`src/rtl/fpaddsub_pkg.sv`:
```
// Shared widths, GRS field layout and operand unpack helpers for the FP add/sub datapath.
package fpaddsub_pkg;

   localparam int unsigned EXP_W_DEF  = 8;
   localparam int unsigned MAN_W_DEF  = 23;
   localparam int unsigned WORD_W_DEF = EXP_W_DEF + MAN_W_DEF + 1;
   localparam int unsigned EXT_W_DEF  = MAN_W_DEF + 4;

   // Guard/round/sticky bits sit below the mantissa in the extended field
   localparam int unsigned GRS_W = 3;
   localparam int unsigned G_OFS = 2;
   localparam int unsigned R_OFS = 1;
   localparam int unsigned S_OFS = 0;

   // Exponents are widened to this size when handed to the helpers
   localparam int unsigned UNPACK_W = 32;

   // Hidden bit: set for normal numbers, clear for zero/denormal
   function automatic logic hidden_bit(input logic [UNPACK_W-1:0] e);
      return (e != '0);
   endfunction

   // Effective exponent: denormals and zero behave as exponent 1
   function automatic logic [UNPACK_W-1:0] eff_exp(input logic [UNPACK_W-1:0] e);
      return (e == '0) ? UNPACK_W'(1) : e;
   endfunction

endpackage

```
`src/rtl/fpaddsub_shift_sticky.sv`:
```
// Combinational right shifter with saturation; every bit shifted out is folded into the sticky LSB.
module fpaddsub_shift_sticky
   import fpaddsub_pkg::*;
#(
   parameter int unsigned EXT_W = EXT_W_DEF,
   parameter int unsigned SH_W  = EXP_W_DEF
) (
   input  logic [EXT_W-1:0] din,
   input  logic [SH_W-1:0]  sh,
   output logic [EXT_W-1:0] dout_c
);

   logic [EXT_W-1:0] shifted;
   logic [EXT_W-1:0] mask;
   logic             lost;

   // Shift, collect lost bits, or collapse everything into sticky when the shift overruns the field
   always_comb begin
      shifted = '0;
      mask    = '0;
      lost    = 1'b0;
      dout_c  = '0;
      if (32'(sh) > (EXT_W - 1)) begin
         dout_c = EXT_W'(|din);
      end else begin
         shifted        = din >> sh;
         mask           = ~({EXT_W{1'b1}} << sh);
         lost           = |(din & mask);
         dout_c         = shifted;
         dout_c[S_OFS]  = shifted[S_OFS] | lost;
      end
   end

endmodule

```
`src/rtl/fpaddsub_align_pipe.sv`:
```
// Two-stage operand alignment for the FP adder: stage 1 unpacks/compares/swaps, stage 2 aligns the smaller mantissa.
module fpaddsub_align_pipe
   import fpaddsub_pkg::*;
#(
   parameter int unsigned EXP_W = EXP_W_DEF,
   parameter int unsigned MAN_W = MAN_W_DEF
) (
   input  logic               CLK,
   input  logic               RST_N,
   input  logic [EXP_W+MAN_W:0] A,
   input  logic [EXP_W+MAN_W:0] B,
   input  logic               Op,
   input  logic               InValid,
   output logic               InReady,
   output logic               OutValid,
   input  logic               OutReady,
   output logic [EXP_W-1:0]   Es,
   output logic               MaxAB,
   output logic [MAN_W:0]     Mmax,
   output logic [MAN_W+3:0]   Mmin,
   output logic               Sa,
   output logic               Sb,
   output logic               ExcInf,
   output logic               ExcNaN
);

   localparam int unsigned WORD_W = EXP_W + MAN_W + 1;
   localparam int unsigned MAG_W  = EXP_W + MAN_W;
   localparam int unsigned EXT_W  = MAN_W + 1 + GRS_W;

   // Stage-1 combinational unpack/compare results
   logic [EXP_W-1:0] ea, eb, eea, eeb;
   logic [MAN_W-1:0] fa, fb;
   logic             ha, hb, b_big;
   logic [EXP_W-1:0] s1n_es, s1n_diff;
   logic [MAN_W:0]   s1n_mmax, s1n_mmin;
   logic             s1n_inf, s1n_nan;

   // Stage-1 registers
   logic             s1_v;
   logic [EXP_W-1:0] s1_es, s1_diff;
   logic [MAN_W:0]   s1_mmax, s1_mmin;
   logic             s1_maxab, s1_sa, s1_sb, s1_inf, s1_nan;

   logic             adv2;
   logic [EXT_W-1:0] s2n_mmin_c;

   // Stage 2 advances when empty or drained this cycle; stage 1 may load when stage 2 can take its contents
   assign adv2    = !OutValid | OutReady;
   assign InReady = !s1_v | adv2;

   // Unpack both operands, order by magnitude and form the exponent difference
   always_comb begin
      ea       = A[WORD_W-2 -: EXP_W];
      eb       = B[WORD_W-2 -: EXP_W];
      fa       = A[MAN_W-1:0];
      fb       = B[MAN_W-1:0];
      ha       = hidden_bit(UNPACK_W'(ea));
      hb       = hidden_bit(UNPACK_W'(eb));
      eea      = EXP_W'(eff_exp(UNPACK_W'(ea)));
      eeb      = EXP_W'(eff_exp(UNPACK_W'(eb)));
      b_big    = B[MAG_W-1:0] > A[MAG_W-1:0];
      s1n_es   = eea;
      s1n_mmax = {ha, fa};
      s1n_mmin = {hb, fb};
      s1n_diff = eea - eeb;
      if (b_big) begin
         s1n_es   = eeb;
         s1n_mmax = {hb, fb};
         s1n_mmin = {ha, fa};
         s1n_diff = eeb - eea;
      end
      s1n_inf = ((&ea) && (fa == '0)) || ((&eb) && (fb == '0));
      s1n_nan = ((&ea) && (fa != '0)) || ((&eb) && (fb != '0));
   end

   // Stage-1 register: capture the ordered operands on every accepted transfer
   always_ff @(posedge CLK or negedge RST_N) begin
      if (!RST_N) begin
         s1_v     <= 1'b0;
         s1_es    <= '0;
         s1_diff  <= '0;
         s1_mmax  <= '0;
         s1_mmin  <= '0;
         s1_maxab <= 1'b0;
         s1_sa    <= 1'b0;
         s1_sb    <= 1'b0;
         s1_inf   <= 1'b0;
         s1_nan   <= 1'b0;
      end else if (InReady) begin
         s1_v <= InValid;
         if (InValid) begin
            s1_es    <= s1n_es;
            s1_diff  <= s1n_diff;
            s1_mmax  <= s1n_mmax;
            s1_mmin  <= s1n_mmin;
            s1_maxab <= b_big;
            s1_sa    <= A[WORD_W-1];
            s1_sb    <= B[WORD_W-1] ^ Op;
            s1_inf   <= s1n_inf;
            s1_nan   <= s1n_nan;
         end
      end
   end

   fpaddsub_shift_sticky #(
      .EXT_W (EXT_W),
      .SH_W  (EXP_W)
   ) u_shift (
      .din    ({s1_mmin, GRS_W'(0)}),
      .sh     (s1_diff),
      .dout_c (s2n_mmin_c)
   );

   // Stage-2 register: holds the aligned result stable under backpressure
   always_ff @(posedge CLK or negedge RST_N) begin
      if (!RST_N) begin
         OutValid <= 1'b0;
         Es       <= '0;
         MaxAB    <= 1'b0;
         Mmax     <= '0;
         Mmin     <= '0;
         Sa       <= 1'b0;
         Sb       <= 1'b0;
         ExcInf   <= 1'b0;
         ExcNaN   <= 1'b0;
      end else if (adv2) begin
         OutValid <= s1_v;
         if (s1_v) begin
            Es     <= s1_es;
            MaxAB  <= s1_maxab;
            Mmax   <= s1_mmax;
            Mmin   <= s2n_mmin_c;
            Sa     <= s1_sa;
            Sb     <= s1_sb;
            ExcInf <= s1_inf;
            ExcNaN <= s1_nan;
         end
      end
   end

endmodule

```
`config.mk`:
```
export PLATFORM = sky130hd
export DESIGN_NAME = fpaddsub_align_pipe
export DESIGN_NICKNAME = d
export VERILOG_FILES = /design/src/rtl/fpaddsub_pkg.sv /design/src/rtl/fpaddsub_shift_sticky.sv /design/src/rtl/fpaddsub_align_pipe.sv
export SDC_FILE = /design/constraint.sdc
export NUM_CORES = 1
export LEC_CHECK = 0
export BUFFER_PORTS_ARGS = -buffer_cell sky130_fd_sc_hd__buf_2
export CELL_PAD_IN_SITES_DETAIL_PLACEMENT = 2
export CELL_PAD_IN_SITES_GLOBAL_PLACEMENT = 2
export CORE_MARGIN = 1.5
export CORE_UTILIZATION = 34
export CTS_CLUSTER_SIZE = 12
export DETAILED_ROUTE_END_ITERATION = 10
export HOLD_SLACK_MARGIN = 0.03
export PLACE_DENSITY_LB_ADDON = 0.1
export SLEW_MARGIN = 30
export SYNTH_ARGS = -nofsm -noshare
export SYNTH_HDL_FRONTEND = slang
export SYNTH_SLANG_ARGS = --single-unit
```
`constraint.sdc`:
```
create_clock -name CLK -period 3.1 [get_ports CLK]
set_input_delay 0 -clock CLK [delete_from_list [all_inputs] [get_ports CLK]]
set_output_delay 0 -clock CLK [all_outputs]
set_load 0.1 [all_outputs]
```
==> key figures, run 1 <==
Critical path
  – Max stage delay on crit path: 0.56 ns
  – R2R setup slack: 0.16 ns
  – R2R Path End: Mmin[0]$_DFFE_PN0P_
  – WP data required: ~3.4 ns
  – Critical path fanouts, max: 6
  – R2R depth: 7
  – Type of element launching the critical path: input port
  – CP top delay family: buffers and inverters
  – Worst-path cell chain: dlygate4sd3_1, buf_2, ha_1, nand4_1, nor2_1, o311ai_4, buf_4, nand3_2, o21ai_4, buf_12, buf_4, buf_12, mux2i_1, dlygate4sd3_1, o21ai_0
  – R2R Path Start: s1_diff[0]$_DFFE_PN0P_
  – CP max stage cell: dlygate4sd3_1
  – Crit path kind: in2reg
  – Crit. End Element: flip-flop
  – Crit path buffers/inverters: 7
  – Critical Path AT: 3.39 ns

Die
  – Row count: 58
  – Starting density of the core: 0.3471
  – Die area: 0.02675 mm^2
  – Die W: 163.6 um
  – I/O pins: between 100 and 150
  – Core area: approximately 0.025 mm^2
  – Die span in y: 163.6 um

Synth
  – Sequential share of the synthesized area: 0.3854
  – Synthesized netlist cell count: 1064
  – Post-synth top flop: dfrtp_1
  – EDFF count, synth: 0
  – Yosys warns: 0
  – Synth top cells by count: 247 x nand2_1, 135 x dfrtp_1, 117 x o21ai_0, 74 x nor2_1, 71 x a21oi_1
  – Count leader, synth: nand2_1
  – Average cell area after synthesis: around 8 um^2
  – Synth top area share: 0.3854
  – Synth async-reset ratio: 1.000
  – Seq cells post-synth: ~140
  – Mapped Nets: 1180
  – Synth unique cells: 57
  – Area leader, netlist: dfrtp_1
  – Top cells by area, synth: dfrtp_1 39%, nand2_1 11%, o21ai_0 6.7%
  – Mapped Area: 0.008766 mm^2

Routing
  – Post-DRT Antenna Nets: 0
  – Routed vias: 8804
  – Starting DRC count in detailed routing: 425
  – Pre-antenna DRT Iters: 6
  – DRC Markers: 0
  – Vias per inst: 5.438
  – Drt total wl: around 35000 um
  – Drt wl/cell: 21.92 um

STA
  – Fin worst setup slack: 0.002135 ns
  – Tightest Pin Transition: ~0.86 ns
  – Period utilization: 0.9993
  – Final min period: 3.098 ns
  – Final Max Slew Viols: 0
  – Setup TNS: 0 ns
  – Final hold violation count: 0
  – Min Hold Slack: 0.09063 ns
  – RSZ-0062 raised after global routing: true
  – Final Skew: 0.01205 ns
  – FMAX: 0.3228 GHz
  – Final setup viols: 0
  – Max-slew headroom: 0.4272

CTS
  – H-tree Lvls: 4
  – CTS Buf Count: 17
  – Clk pin slew, worst setup/hold paths: 0.07 ns
  – Worst-Skew Late Latency: approximately 0.43 ns
  – Clk root buf: clkbuf_16
  – Num Clock Sinks: 135
  – CTS tree: done
  – Clock Path Buffers: 2

Status
  – Status: finished clean

Worst hold path
  – WHS Endpoint: s1_es[2]$_DFFE_PN0P_
  – Hold Path Stages: 5
  – Min-Delay Path Class: in2reg
  – Hold Crit Start: B[25]

Placed design
  – GPL Wtd Cong: 0.8653
  – Pre-CTS setup slack: around 0.22 ns
  – PortBufs: 134
  – Dpl hpwl: 24080 um

Run
  – Max-Cap Viols: 0

Global route
  – GRT overflow: 0
  – Largest net degree at the start of global routing: 83
  – Number of global-route vias before repair: ~9.6k
  – Initial antenna violation count: 2
  – Total Routing Usage GR: 0.2677
  – First-pass GRT wire length: 55080 um

Power
  – Leakage: 0.005587 uW
  – Power Total: a little over 8000 uW
  – Peak supply drop: slightly below 0.0003 V
  – P per Cell Area: ~700 mW/mm^2

Layout
  – Syn-to-layout area delta: 32.33%
  – Nets@finish: between 1k and 1.5k
  – Final core occ: 0.4593
  – Layout cell share with drive strength beyond 1: 0.2075
## registers in the layout, summed over array words and instances, names as in the netlist, 8 cells and up
| signal | cells |
|---|---|
| s1_mmax | 24 |
| Mmax | 24 |
| s1_diff | 8 |
| s1_es | 8 |
| Mmin | 27 |
| s1_mmin | 24 |
| Es | 8 |
## layer usage
metal,track usage,share of wire,up-vias
li1,-,-,4113
met1,0.3452,0.44,4478
met2,0.4698,0.51,166
met3,0.03377,0.025,47
met4,0.07273,0.020,0
met5,0,0,-
## metrics by stage
| stage | area (um^2) | cells |
|---|---|---|
| 6_report | 11600 | 1619 |
| 3_5_place_dp | 9995 | 1502 |
| 5_1_grt | 11600 | 1619 |
| 2_1_floorplan | 8767 | 1064 |
| 4_1_cts | 11370 | 1608 |
| 3_3_place_gp | 9995 | 1502 |
## where the power goes
part / internal (uW) / switching [uW] / total [uW]
combinational: 1050 / 2470 / 3510
clock: 1390 / 837 / 2230
sequential: 2060 / 333 / 2390
## how the worst max path moves through the flow
stage                         endpoint  slack (ns)  depth (start not counted)              startpoint
6_report       s1_mmax[10]$_DFFE_PN0P_       0.002                         15                    B[7]
5_1_grt        s1_mmax[10]$_DFFE_PN0P_       -0.12                         16                   A[21]
4_1_cts        s1_mmax[18]$_DFFE_PN0P_        0.02                         14                   B[22]
3_5_place_dp       Mmin[0]$_DFFE_PN0P_        0.22                          7  s1_diff[0]$_DFFE_PN0P_
3_3_place_gp    s1_diff[2]$_DFFE_PN0P_        0.24                         13                    A[9]
2_1_floorplan   s1_diff[0]$_DFFE_PN0P_        0.20                          5    OutValid$_DFFE_PN0P_
## cell usage in the layout, fill, tap and decap left out, types with 3 or more instances in the layout
cell / n
mux2_2: 12
ha_1: 41
mux2i_1: 45
a22o_1: 13
nor2b_1: 4
nor2_1: 74
o31ai_1: 3
buf_2: 129
clkbuf_4: 3
or2_2: 4
inv_1: 53
o211ai_1: 8
buf_12: 8
and3_1: 3
mux4_2: 11
o21ai_0: 116
o22ai_1: 4
nand2b_1: 5
and2_1: 4
clkinv_4: 3
nand4_1: 15
nor3_1: 12
bufinv_16: 4
ha_4: 4
a31oi_1: 7
nand3b_1: 3
nand2_1: 245
buf_4: 48
nand3_1: 21
o21a_1: 4
a21oi_1: 71
clkbuf_16: 18
dfrtp_1: 134
dlygate4sd3_1: 74
xnor2_1: 7
nor4_1: 19
## cells by family (layout without fill, tap and decap cells)
kind of cell | Yosys count | count (layout) | synth area share
multiplexers | 71 | 71 | 0.1022
XOR/XNOR | 8 | 8 | 0.007993
other | 0 | 2 | 0
flip-flops | 135 | 135 | 0.3854
AND/OR/NAND/NOR | 419 | 419 | 0.2034
AO/OA/AOI/OAI | 257 | 257 | 0.1707
adder cells (fa/ha/maj) | 47 | 47 | 0.06880
buffers and inverters | 127 | 350 | 0.06152
## layout make-up
cell class | instances | area, um^2
clock buffers | 20 | 456.7
repair buffers | 265 | 1977
fillers | 2823 | 13650
diodes | 2 | 5.005
clock inverters | 11 | 172.7
inverters | 54 | 202.7
well taps | 330 | 412.9
flip-flops and latches | 135 | 3379
multi-input cells | 802 | 4994
## worst reg2reg max path, stage by stage (launching register included)
cell and delay, ns:
dfrtp_1 0.68, buf_4 0.36, mux2_2 0.38, o211ai_1 0.21, o21ai_0 0.12, mux4_2 0.51, a2111oi_2 0.42, o31ai_1 0.12
## timing repair
item                                    CTS  global route
hold endpoints to repair                107             1
hold buffers                             75             1
buffers inserted                          0             9
resized for setup                         0            24
endpoints found under the setup margin    0            17
(Power assumes the default switching activity.)
==> run 2, diff against run 1 <==
- CORE_UTILIZATION: 34 -> 35
- SYNTH_HIERARCHICAL: unset -> 1
==> key figures, run 2 <==
Status
  – Status: finished clean (unchanged)

Synth
  – Count leader, synth: nand2_1 (unchanged)
  – Largest family of logic cells by synthesized area: simple AND/OR/NAND/NOR gates (unchanged)
  – Synthesized netlist cell count: 1054 (was 1064)
  – Synth top area share: 0.3643 (was 0.3854)
  – Synth async-reset ratio: 1.000 (unchanged)
  – Sequential share of the synthesized area: 0.3643 (was 0.3854)
  – Area leader, netlist: dfrtp_1 (unchanged)
  – Top cells by area, synth: dfrtp_1 36%, mux2_2 9.1%, nand2_1 6.7% (was dfrtp_1 39%, nand2_1 11%, o21ai_0 6.7%)
  – Yosys warns: 6 (was 0)
  – EDFF count, synth: 0 (unchanged)
  – Synth top cells by count: 165 x nand2_1, 135 x dfrtp_1, 106 x nor2_1, 75 x mux2_2, 65 x a31oi_1 (was 247 x nand2_1, 135 x dfrtp_1, 117 x o21ai_0, 74 x nor2_1, 71 x a21oi_1)
  – Synth unique cells: 77 (was 57)
  – Compound-gate portion of the synthesized area: 0.1631 (was 0.1707)
  – Mapped Area: 0.009274 mm^2 (was 0.008766 mm^2)
  – Average cell area after synthesis: 8.799 um^2 (was 8.239 um^2)
  – Seq cells post-synth: 135 (unchanged)
  – Multiplexer area fraction after synthesis: 0.1403 (was 0.1022)
  – Share of synthesized cell area in and, or, nand and nor gates: 0.1998 (was 0.2034)
  – Post-Synth Adder-Cell Area: 0.06152 (was 0.06880)
  – Post-synth top flop: dfrtp_1 (unchanged)
  – Xor and xnor area share after synthesis: 0.004722 (was 0.007993)

Global route
  – First-pass GRT wire length: 57220 um (was 55080 um)
  – Initial antenna violation count: 0 (was 2)
  – Total Routing Usage GR: 0.2637 (was 0.2677)
  – Largest net degree at the start of global routing: 66 (was 83)
  – GRT overflow: 0 (unchanged)
  – Number of global-route vias before repair: 9899 (was 9627)

Layout
  – Commonest non-fill, non-tap cell in the layout: nand2_1 (unchanged)
  – Ant. Diodes: 0 (was 2)
  – Layout cell share with drive strength beyond 1: 0.2526 (was 0.2075)
  – Max reg flops: 27 (unchanged)
  – Nets@finish: 1351 (was 1391)
  – Biggest register: Mmin (unchanged)
  – Final core occ: 0.4453 (was 0.4593)
  – Fillers: 2910 (was 2823)
  – Syn-to-layout area delta: 25.14% (was 32.33%)
  – Commonest non-fill, non-tap cells in the layout: 163 x nand2_1, 134 x dfrtp_1, 133 x buf_2, 106 x nor2_1, 75 x mux2_2 (was 245 x nand2_1, 134 x dfrtp_1, 129 x buf_2, 116 x o21ai_0)

Run
  – Max-Cap Viols: 0 (unchanged)

STA
  – FMAX: 0.3387 GHz (was 0.3228 GHz)
  – Final min period: 2.953 ns (was 3.098 ns)
  – Fin worst setup slack: 0.1473 ns (was 0.002135 ns)
  – Final hold violation count: 0 (unchanged)
  – Final setup viols: 0 (unchanged)
  – Tightest Pin Transition: 0.7993 ns (was 0.8592 ns)
  – Final Skew: 0.02104 ns (was 0.01205 ns)
  – Max-slew headroom: 0.4647 (was 0.4272)
  – Final Max Slew Viols: 0 (unchanged)
  – Period utilization: 0.9525 (was 0.9993)

Critical path
  – Crit path kind: in2reg (unchanged)
  – CP top delay family: buffers and inverters (unchanged)
  – CP max stage cell: dlygate4sd3_1 (unchanged)
  – WP data required: 3.42 ns (was 3.39 ns)
  – Cell mode on critical path: dlygate4sd3_1
  – Max stage delay on crit path: 0.59 ns (was 0.56 ns)
  – Type of element launching the critical path: input port (unchanged)
  – Worst-path cell chain: dlygate4sd3_1, buf_2, inv_1, ha_1, nand4_2, nor4_4, nor2b_1, o21ai_1, nand2_4, nand2_1, a31oi_1, dlygate4sd3_1 (was dlygate4sd3_1, buf_2, ha_1, nand4_1, nor2_1, o311ai_4, buf_4, nand3_2, o21ai_4, buf_12, buf_4, buf_12, mux2i_1, dlygate4sd3_1, o21ai_0)
  – Critical Path AT: 3.27 ns (was 3.39 ns)
  – Critical path fanouts, max: 13 (was 6)
  – Crit path buffers/inverters: 4 (was 7)
  – Crit. End Element: flip-flop (unchanged)

Placed design
  – Dpl hpwl: 24850 um (was 24080 um)
  – Pre-CTS setup slack: 0.2614 ns (was 0.2191 ns)
  – GPL Wtd Cong: 0.8602 (was 0.8653)
  – PortBufs: 134 (unchanged)

Die
  – Die area: 0.02748 mm^2 (was 0.02675 mm^2)
  – Core area: 0.02606 mm^2 (was 0.02525 mm^2)
  – Starting density of the core: 0.3559 (was 0.3471)
  – Die W: 165.8 um (was 163.6 um)
  – Row count: 59 (was 58)
  – Die span in y: 165.8 um (was 163.6 um)
  – I/O pins: 135 (unchanged)

CTS
  – Clock Path Buffers: 2 (unchanged)
  – H-tree Lvls: 4 (unchanged)
  – Num Clock Sinks: 135 (unchanged)
  – Clk root buf: clkbuf_16 (unchanged)
  – CTS tree: done (unchanged)
  – Worst-Skew Late Latency: 0.45 ns (was 0.43 ns)
  – CTS Buf Count: 17 (unchanged)
  – Clk pin slew, worst setup/hold paths: 0.07 ns (about the same)

Worst hold path
  – Min-Delay Path Class: in2reg (unchanged)

Power
  – Clock power frac: 0.250 (was 0.274)
  – Comb pwr share: 0.461 (was 0.432)
  – Leakage: 0.005302 uW (was 0.005587 uW)
  – Pint: 4364 uW (was 4495 uW)
  – Sw power: 4140 uW (was 3637 uW)
  – Sequential Power Share: 0.289 (was 0.294)
  – P per Cell Area: 732.8 mW/mm^2 (was 701.0 mW/mm^2)
  – Switch share: 0.4868 (was 0.4473)
  – Peak supply drop: 0.0004470 V (was 0.0002966 V)

Routing
  – Pre-antenna DRT Iters: 5 (was 6)
  – Drt wl/cell: 22.42 um (was 21.92 um)
  – DRC Markers: 0 (unchanged)
  – Post-DRT Antenna Nets: 0 (unchanged)
  – Drt total wl: 35560 um (was 35490 um)
  – Routed vias: 8961 (was 8804)
  – Starting DRC count in detailed routing: 482 (was 425)
  – Vias per inst: 5.650 (was 5.438)
run 2: cell count changes after synthesis, moves of 6 or more:
| cell | before | now |
|---|---|---|
| o21ai_1 | 1 | 9 |
| mux2i_1 | 46 | 13 |
| a31oi_1 | 7 | 65 |
| a211oi_1 | 3 | 13 |
| nand3_1 | 22 | 34 |
| mux2_2 | 12 | 75 |
| a21oi_1 | 71 | 38 |
| a22o_1 | 13 | 0 |
| nor2_1 | 74 | 106 |
| nand2_1 | 247 | 165 |
| a21o_1 | 2 | 12 |
| buf_2 | 11 | 17 |
| o21ai_0 | 117 | 29 |
run 2: cell families after synthesis:
| group | after synthesis |
|---|---|
| multiplexers | 105 |
| adder cells (fa/ha/maj) | 46 |
| AO/OA/AOI/OAI | 227 |
| AND/OR/NAND/NOR | 401 |
| other | 1 |
| flip-flops | 135 |
| buffers and inverters | 134 |
| XOR/XNOR | 5 |
run 2: tightest hold or removal path, stage by stage:
cell and delay (ns):
buf_2 0.12, buf_4 0.16, nand2_1 0.06, a31oi_1 0.09
run 2: final cells by class:
class                           count  area, um^2  share of cell area
Clock buffer                       17       425.4             0.03666
Timing Repair Buffer              234        1668              0.1437
Inverter                           54       202.7             0.01747
Multi-Input combinational cell    796        5339              0.4601
Clock inverter                     15       171.4             0.01477
Tap cell                          335       419.2             0.03612
Sequential cell                   135        3379              0.2912
run 2: stage by stage:
| stage | cell area [um^2] | TNS (ns) | instances | total power, uW | hold WS (ns) |
|---|---|---|---|---|---|
| finish | 11600 | 0 | 1586 | 8504 | 0.03725 |
| global route | 11600 | -0.01207 | 1586 | 8900 | 0.06081 |
| CTS | 11580 | 0 | 1583 | 8512 | 0.03778 |
| detailed placement | 10320 | 0 | 1485 | 6277 | 0.04970 |
| global placement | 10320 | 0 | 1485 | 6204 | 0.04430 |
| floorplan | 9316 | 0 | 1065 | 5272 | -0.2956 |
run 2: power groups by stage:
stage,Clock [uW],Sequential (uW),Combinational (uW)
after detailed placement,0,2480,3800
after CTS,2170,2450,3900
after global placement,0,2460,3740
after floorplan,0,3650,1620
after global routing,2240,2510,4160
final,2130,2460,3920
run 2: routing by layer:
layer	up-vias	GRT usage	wire length [um]
met5	-	0	0
met4	0	0.07560	598
met3	40	0.02931	1076
met2	187	0.4654	18220
met1	4597	0.3398	15660
li1	4137	-	-
run 2: what timing repair did:
item                                    4_1_cts  5_1_grt
hold endpoints to repair                    120        0
endpoints found under the setup margin        0       32
gates resized for setup                       0        1
buffers inserted                              0        3
hold buffers                                 66        0
run 2: worst paths after layout:
check | cells past startpoint | from | to | slack [ns]
setup / recovery | 12 | A[13] | s1_es[7]$_DFFE_PN0P_ | 0.15
hold / removal | 4 | B[28] | s1_es[5]$_DFFE_PN0P_ | 0.04
setup reg to reg | 7 | s1_diff[0]$_DFFE_PN0P_ | Mmin[3]$_DFFE_PN0P_ | 0.55
hold reg to reg | 2 | s1_sa$_DFFE_PN0P_ | s1_sa$_DFFE_PN0P_ | 0.47
max in group asynchronous | 3 | RST_N | s1_diff[7]$_DFFE_PN0P_ | 2.20
min in group asynchronous | 2 | RST_N | Mmax[6]$_DFFE_PN0P_ | 0.12
==> run 3, diff against run 2 <==
- CORE_MARGIN: 1.5 -> 2
- GPL_TIMING_DRIVEN: unset -> 0
==> key figures, run 3 (same netlist as run 2, synthesis figures left out) <==
Die
  – Core area: 0.02606 mm^2 (unchanged)
  – Die span in y: 166.8 um (was 165.8 um)
  – Starting density of the core: 0.3559 (unchanged)
  – Row count: 59 (unchanged)
  – Die W: 166.8 um (was 165.8 um)
  – Die area: 0.02782 mm^2 (was 0.02748 mm^2)
  – I/O pins: 135 (unchanged)

STA
  – FMAX: 0.3380 GHz (was 0.3387 GHz)
  – Min Hold Slack: 0.05455 ns (was 0.03725 ns)
  – Final setup viols: 0 (unchanged)
  – Tightest Pin Transition: 0.9040 ns (was 0.7993 ns)
  – Max-slew headroom: 0.3973 (was 0.4647)
  – Final min period: 2.959 ns (was 2.953 ns)
  – Final hold violation count: 0 (unchanged)
  – Period utilization: 0.9544 (was 0.9525)
  – Final Skew: 0.01170 ns (was 0.02104 ns)
  – Final Max Slew Viols: 0 (unchanged)

Global route
  – Total Routing Usage GR: 0.2892 (was 0.2637)
  – GRT overflow: 0 (unchanged)
  – Initial antenna violation count: 0 (unchanged)
  – Number of global-route vias before repair: 10.28k (was 9899)
  – Largest net degree at the start of global routing: 70 (was 66)
  – First-pass GRT wire length: 62180 um (was 57220 um)

Critical path
  – Max stage delay on crit path: 0.57 ns (was 0.59 ns)
  – Crit path kind: in2reg (unchanged)
  – CP Launch Point: B[28] (was A[13])
  – Worst-path cell chain: dlygate4sd3_1, clkbuf_4, ha_1, nand4_1, nor4_4, nor2b_4, o21ai_2, nand2_4, buf_2, nand2_1, a31oi_1, dlygate4sd3_1 (was dlygate4sd3_1, buf_2, inv_1, ha_1, nand4_2, nor4_4, nor2b_1, o21ai_1, nand2_4, nand2_1, a31oi_1, dlygate4sd3_1)
  – Critical path fanouts, max: 10 (was 13)
  – CP top delay family: buffers and inverters (unchanged)
  – WP data required: 3.48 ns (was 3.42 ns)
  – R2R depth: 7 (unchanged)
  – R2R Path End: s1_mmax[22]$_DFFE_PN0P_ (was Mmin[3]$_DFFE_PN0P_)
  – Type of element launching the critical path: input port (unchanged)
  – CP max stage cell: dlygate4sd3_1 (unchanged)
  – Crit. End Element: flip-flop (unchanged)
  – Worst setup path end: s1_es[4]$_DFFE_PN0P_ (was s1_es[7]$_DFFE_PN0P_)
  – Cell mode on critical path: dlygate4sd3_1 (unchanged)
  – R2R Path Start: OutValid$_DFFE_PN0P_ (was s1_diff[0]$_DFFE_PN0P_)
  – R2R setup slack: 0.15 ns (was 0.55 ns)
  – Stages on worst setup path: 12 (unchanged)
  – Crit path buffers/inverters: 4 (unchanged)
  – Critical Path AT: 3.34 ns (was 3.27 ns)

Routing
  – Post-DRT Antenna Nets: 0 (unchanged)
  – Drt total wl: 39970 um (was 35560 um)
  – Drt wl/cell: 24.27 um (was 22.42 um)
  – DRC Markers: 0 (unchanged)
  – Vias per inst: 5.747 (was 5.650)
  – Pre-antenna DRT Iters: 5 (unchanged)
  – Routed vias: 9465 (was 8961)
  – Starting DRC count in detailed routing: 641 (was 482)

CTS
  – Worst-Skew Late Latency: 0.44 ns (was 0.45 ns)
  – Clk root buf: clkbuf_16 (unchanged)
  – CTS tree: done (unchanged)
  – Clock Path Buffers: 2 (unchanged)
  – Clk pin slew, worst setup/hold paths: 0.07 ns (about the same)
  – H-tree Lvls: 4 (unchanged)
  – Num Clock Sinks: 135 (unchanged)
  – CTS Buf Count: 17 (unchanged)

Layout
  – Commonest non-fill, non-tap cells in the layout: 164 x nand2_1, 146 x buf_2, 134 x dfrtp_1, 106 x nor2_1 (was 163 x nand2_1, 134 x dfrtp_1, 133 x buf_2, 106 x nor2_1, 75 x mux2_2)
  – Layout cell share with drive strength beyond 1: 0.2470 (was 0.2526)
  – Ant. Diodes: 0 (unchanged)
  – Commonest non-fill, non-tap cell in the layout: nand2_1 (unchanged)
  – Max reg flops: 27 (unchanged)
  – Syn-to-layout area delta: 28.79% (was 25.14%)
  – Design Area, Final: 0.01194 mm^2 (was 0.01160 mm^2)
  – Nets@finish: 1413 (was 1351)
  – Biggest register: Mmin (unchanged)

Power
  – Leakage: 0.005413 uW (was 0.005302 uW)
  – Comb pwr share: 0.470 (was 0.461)
  – Clock power frac: 0.257 (was 0.250)
  – Peak supply drop: 0.0005372 V (was 0.0004470 V)
  – Switch share: 0.4762 (was 0.4868)
  – P per Cell Area: 737.6 mW/mm^2 (was 732.8 mW/mm^2)
  – Pint: 4614 uW (was 4364 uW)
  – Sw power: 4195 uW (was 4140 uW)
  – Sequential Power Share: 0.273 (was 0.289)

Placed design
  – Dpl hpwl: 27680 um (was 24850 um)
  – Dpl cell area: 0.01043 mm^2 (was 0.01032 mm^2)
  – GPL Wtd Cong: 0.9359 (was 0.8602)
  – PortBufs: 131 (was 134)

Run
  – Max-Cap Viols: 0 (unchanged)

Worst hold path
  – Min-Delay Path Class: in2reg (unchanged)

Status
  – Status: finished clean (unchanged)
run 3: cell count changes in the layout (fill, tap and decap cells not counted), moves of 4 or more:
cell | previous run | this run
dlygate4sd3_1 | 66 | 75
clkbuf_1 | 0 | 45
inv_8 | 6 | 1
buf_2 | 133 | 146
inv_6 | 6 | 2
clkbuf_2 | 0 | 4
buf_4 | 28 | 14
buf_12 | 6 | 1
buf_6 | 1 | 5
run 3: cell type report:
type	count	area, um^2
sequential	135	3379
multi-input combinational	796	5371
clock buffer	18	429.2
timing repair buffer	216	1519
clock inverter	13	197.7
inverter	54	202.7
tap	335	419.2
buffer	80	425.4
fill	2884	14110
run 3: per-stage QoR:
step	setup TNS, ns	power, uW	worst slack, ns	cells	utilization
floorplan	0	5272	0.2575	1065	-
global placement	-9.387	6257	-0.3371	1531	0.3988
detailed placement	0	6341	0.3534	1532	0.4002
CTS	0	8760	0.01413	1640	0.4538
global route	-0.1725	9201	-0.04521	1647	0.4583
finish	0	8809	0.1412	1647	0.4583
run 3: power groups by stage:
stage          clock [uW]  combinational [uW]  sequential, uW
5_1_grt              2370                4380            2450
3_5_place_dp            0                3900            2440
4_1_cts              2300                4060            2410
2_1_floorplan           0                1620            3650
3_3_place_gp            0                3840            2420
6_report             2260                4140            2410
run 3: how the worst min path moves through the flow:
| stage | from | endpoint | slack [ns] | depth (start not counted) |
|---|---|---|---|---|
| 6_report | A[23] | s1_nan$_DFFE_PN0P_ | 0.05 | 5 |
| 5_1_grt | A[23] | s1_nan$_DFFE_PN0P_ | 0.06 | 5 |
| 2_1_floorplan | RST_N | Es[0]$_DFFE_PN0P_ | -0.30 | 0 |
| 3_3_place_gp | A[31] | s1_sa$_DFFE_PN0P_ | 0.19 | 3 |
| 4_1_cts | A[23] | s1_nan$_DFFE_PN0P_ | 0.04 | 5 |
| 3_5_place_dp | RST_N | Mmax[5]$_DFFE_PN0P_ | 0.01 | 1 |
run 3: what timing repair did:
action,CTS,global route
endpoints found under the setup margin,0,16
buffers inserted,0,8
hold buffers,77,0
resized for setup,0,20
endpoints found under the hold margin,131,0
run 3: worst min-delay path: stages:
cell     delay [ns]
buf_2          0.11
nand4_1        0.07
nor2_1         0.08
o21ai_0        0.09
a31oi_1        0.10
run 3: per-layer routing:
layer	track usage	vias to the layer above	part of all wire	routed length (um)
li1	-	4256	-	-
met1	0.3775	4894	0.44	17560
met2	0.4980	270	0.50	19870
met3	0.04848	45	0.043	1737
met4	0.07496	0	0.020	804
met5	0	-	0	0
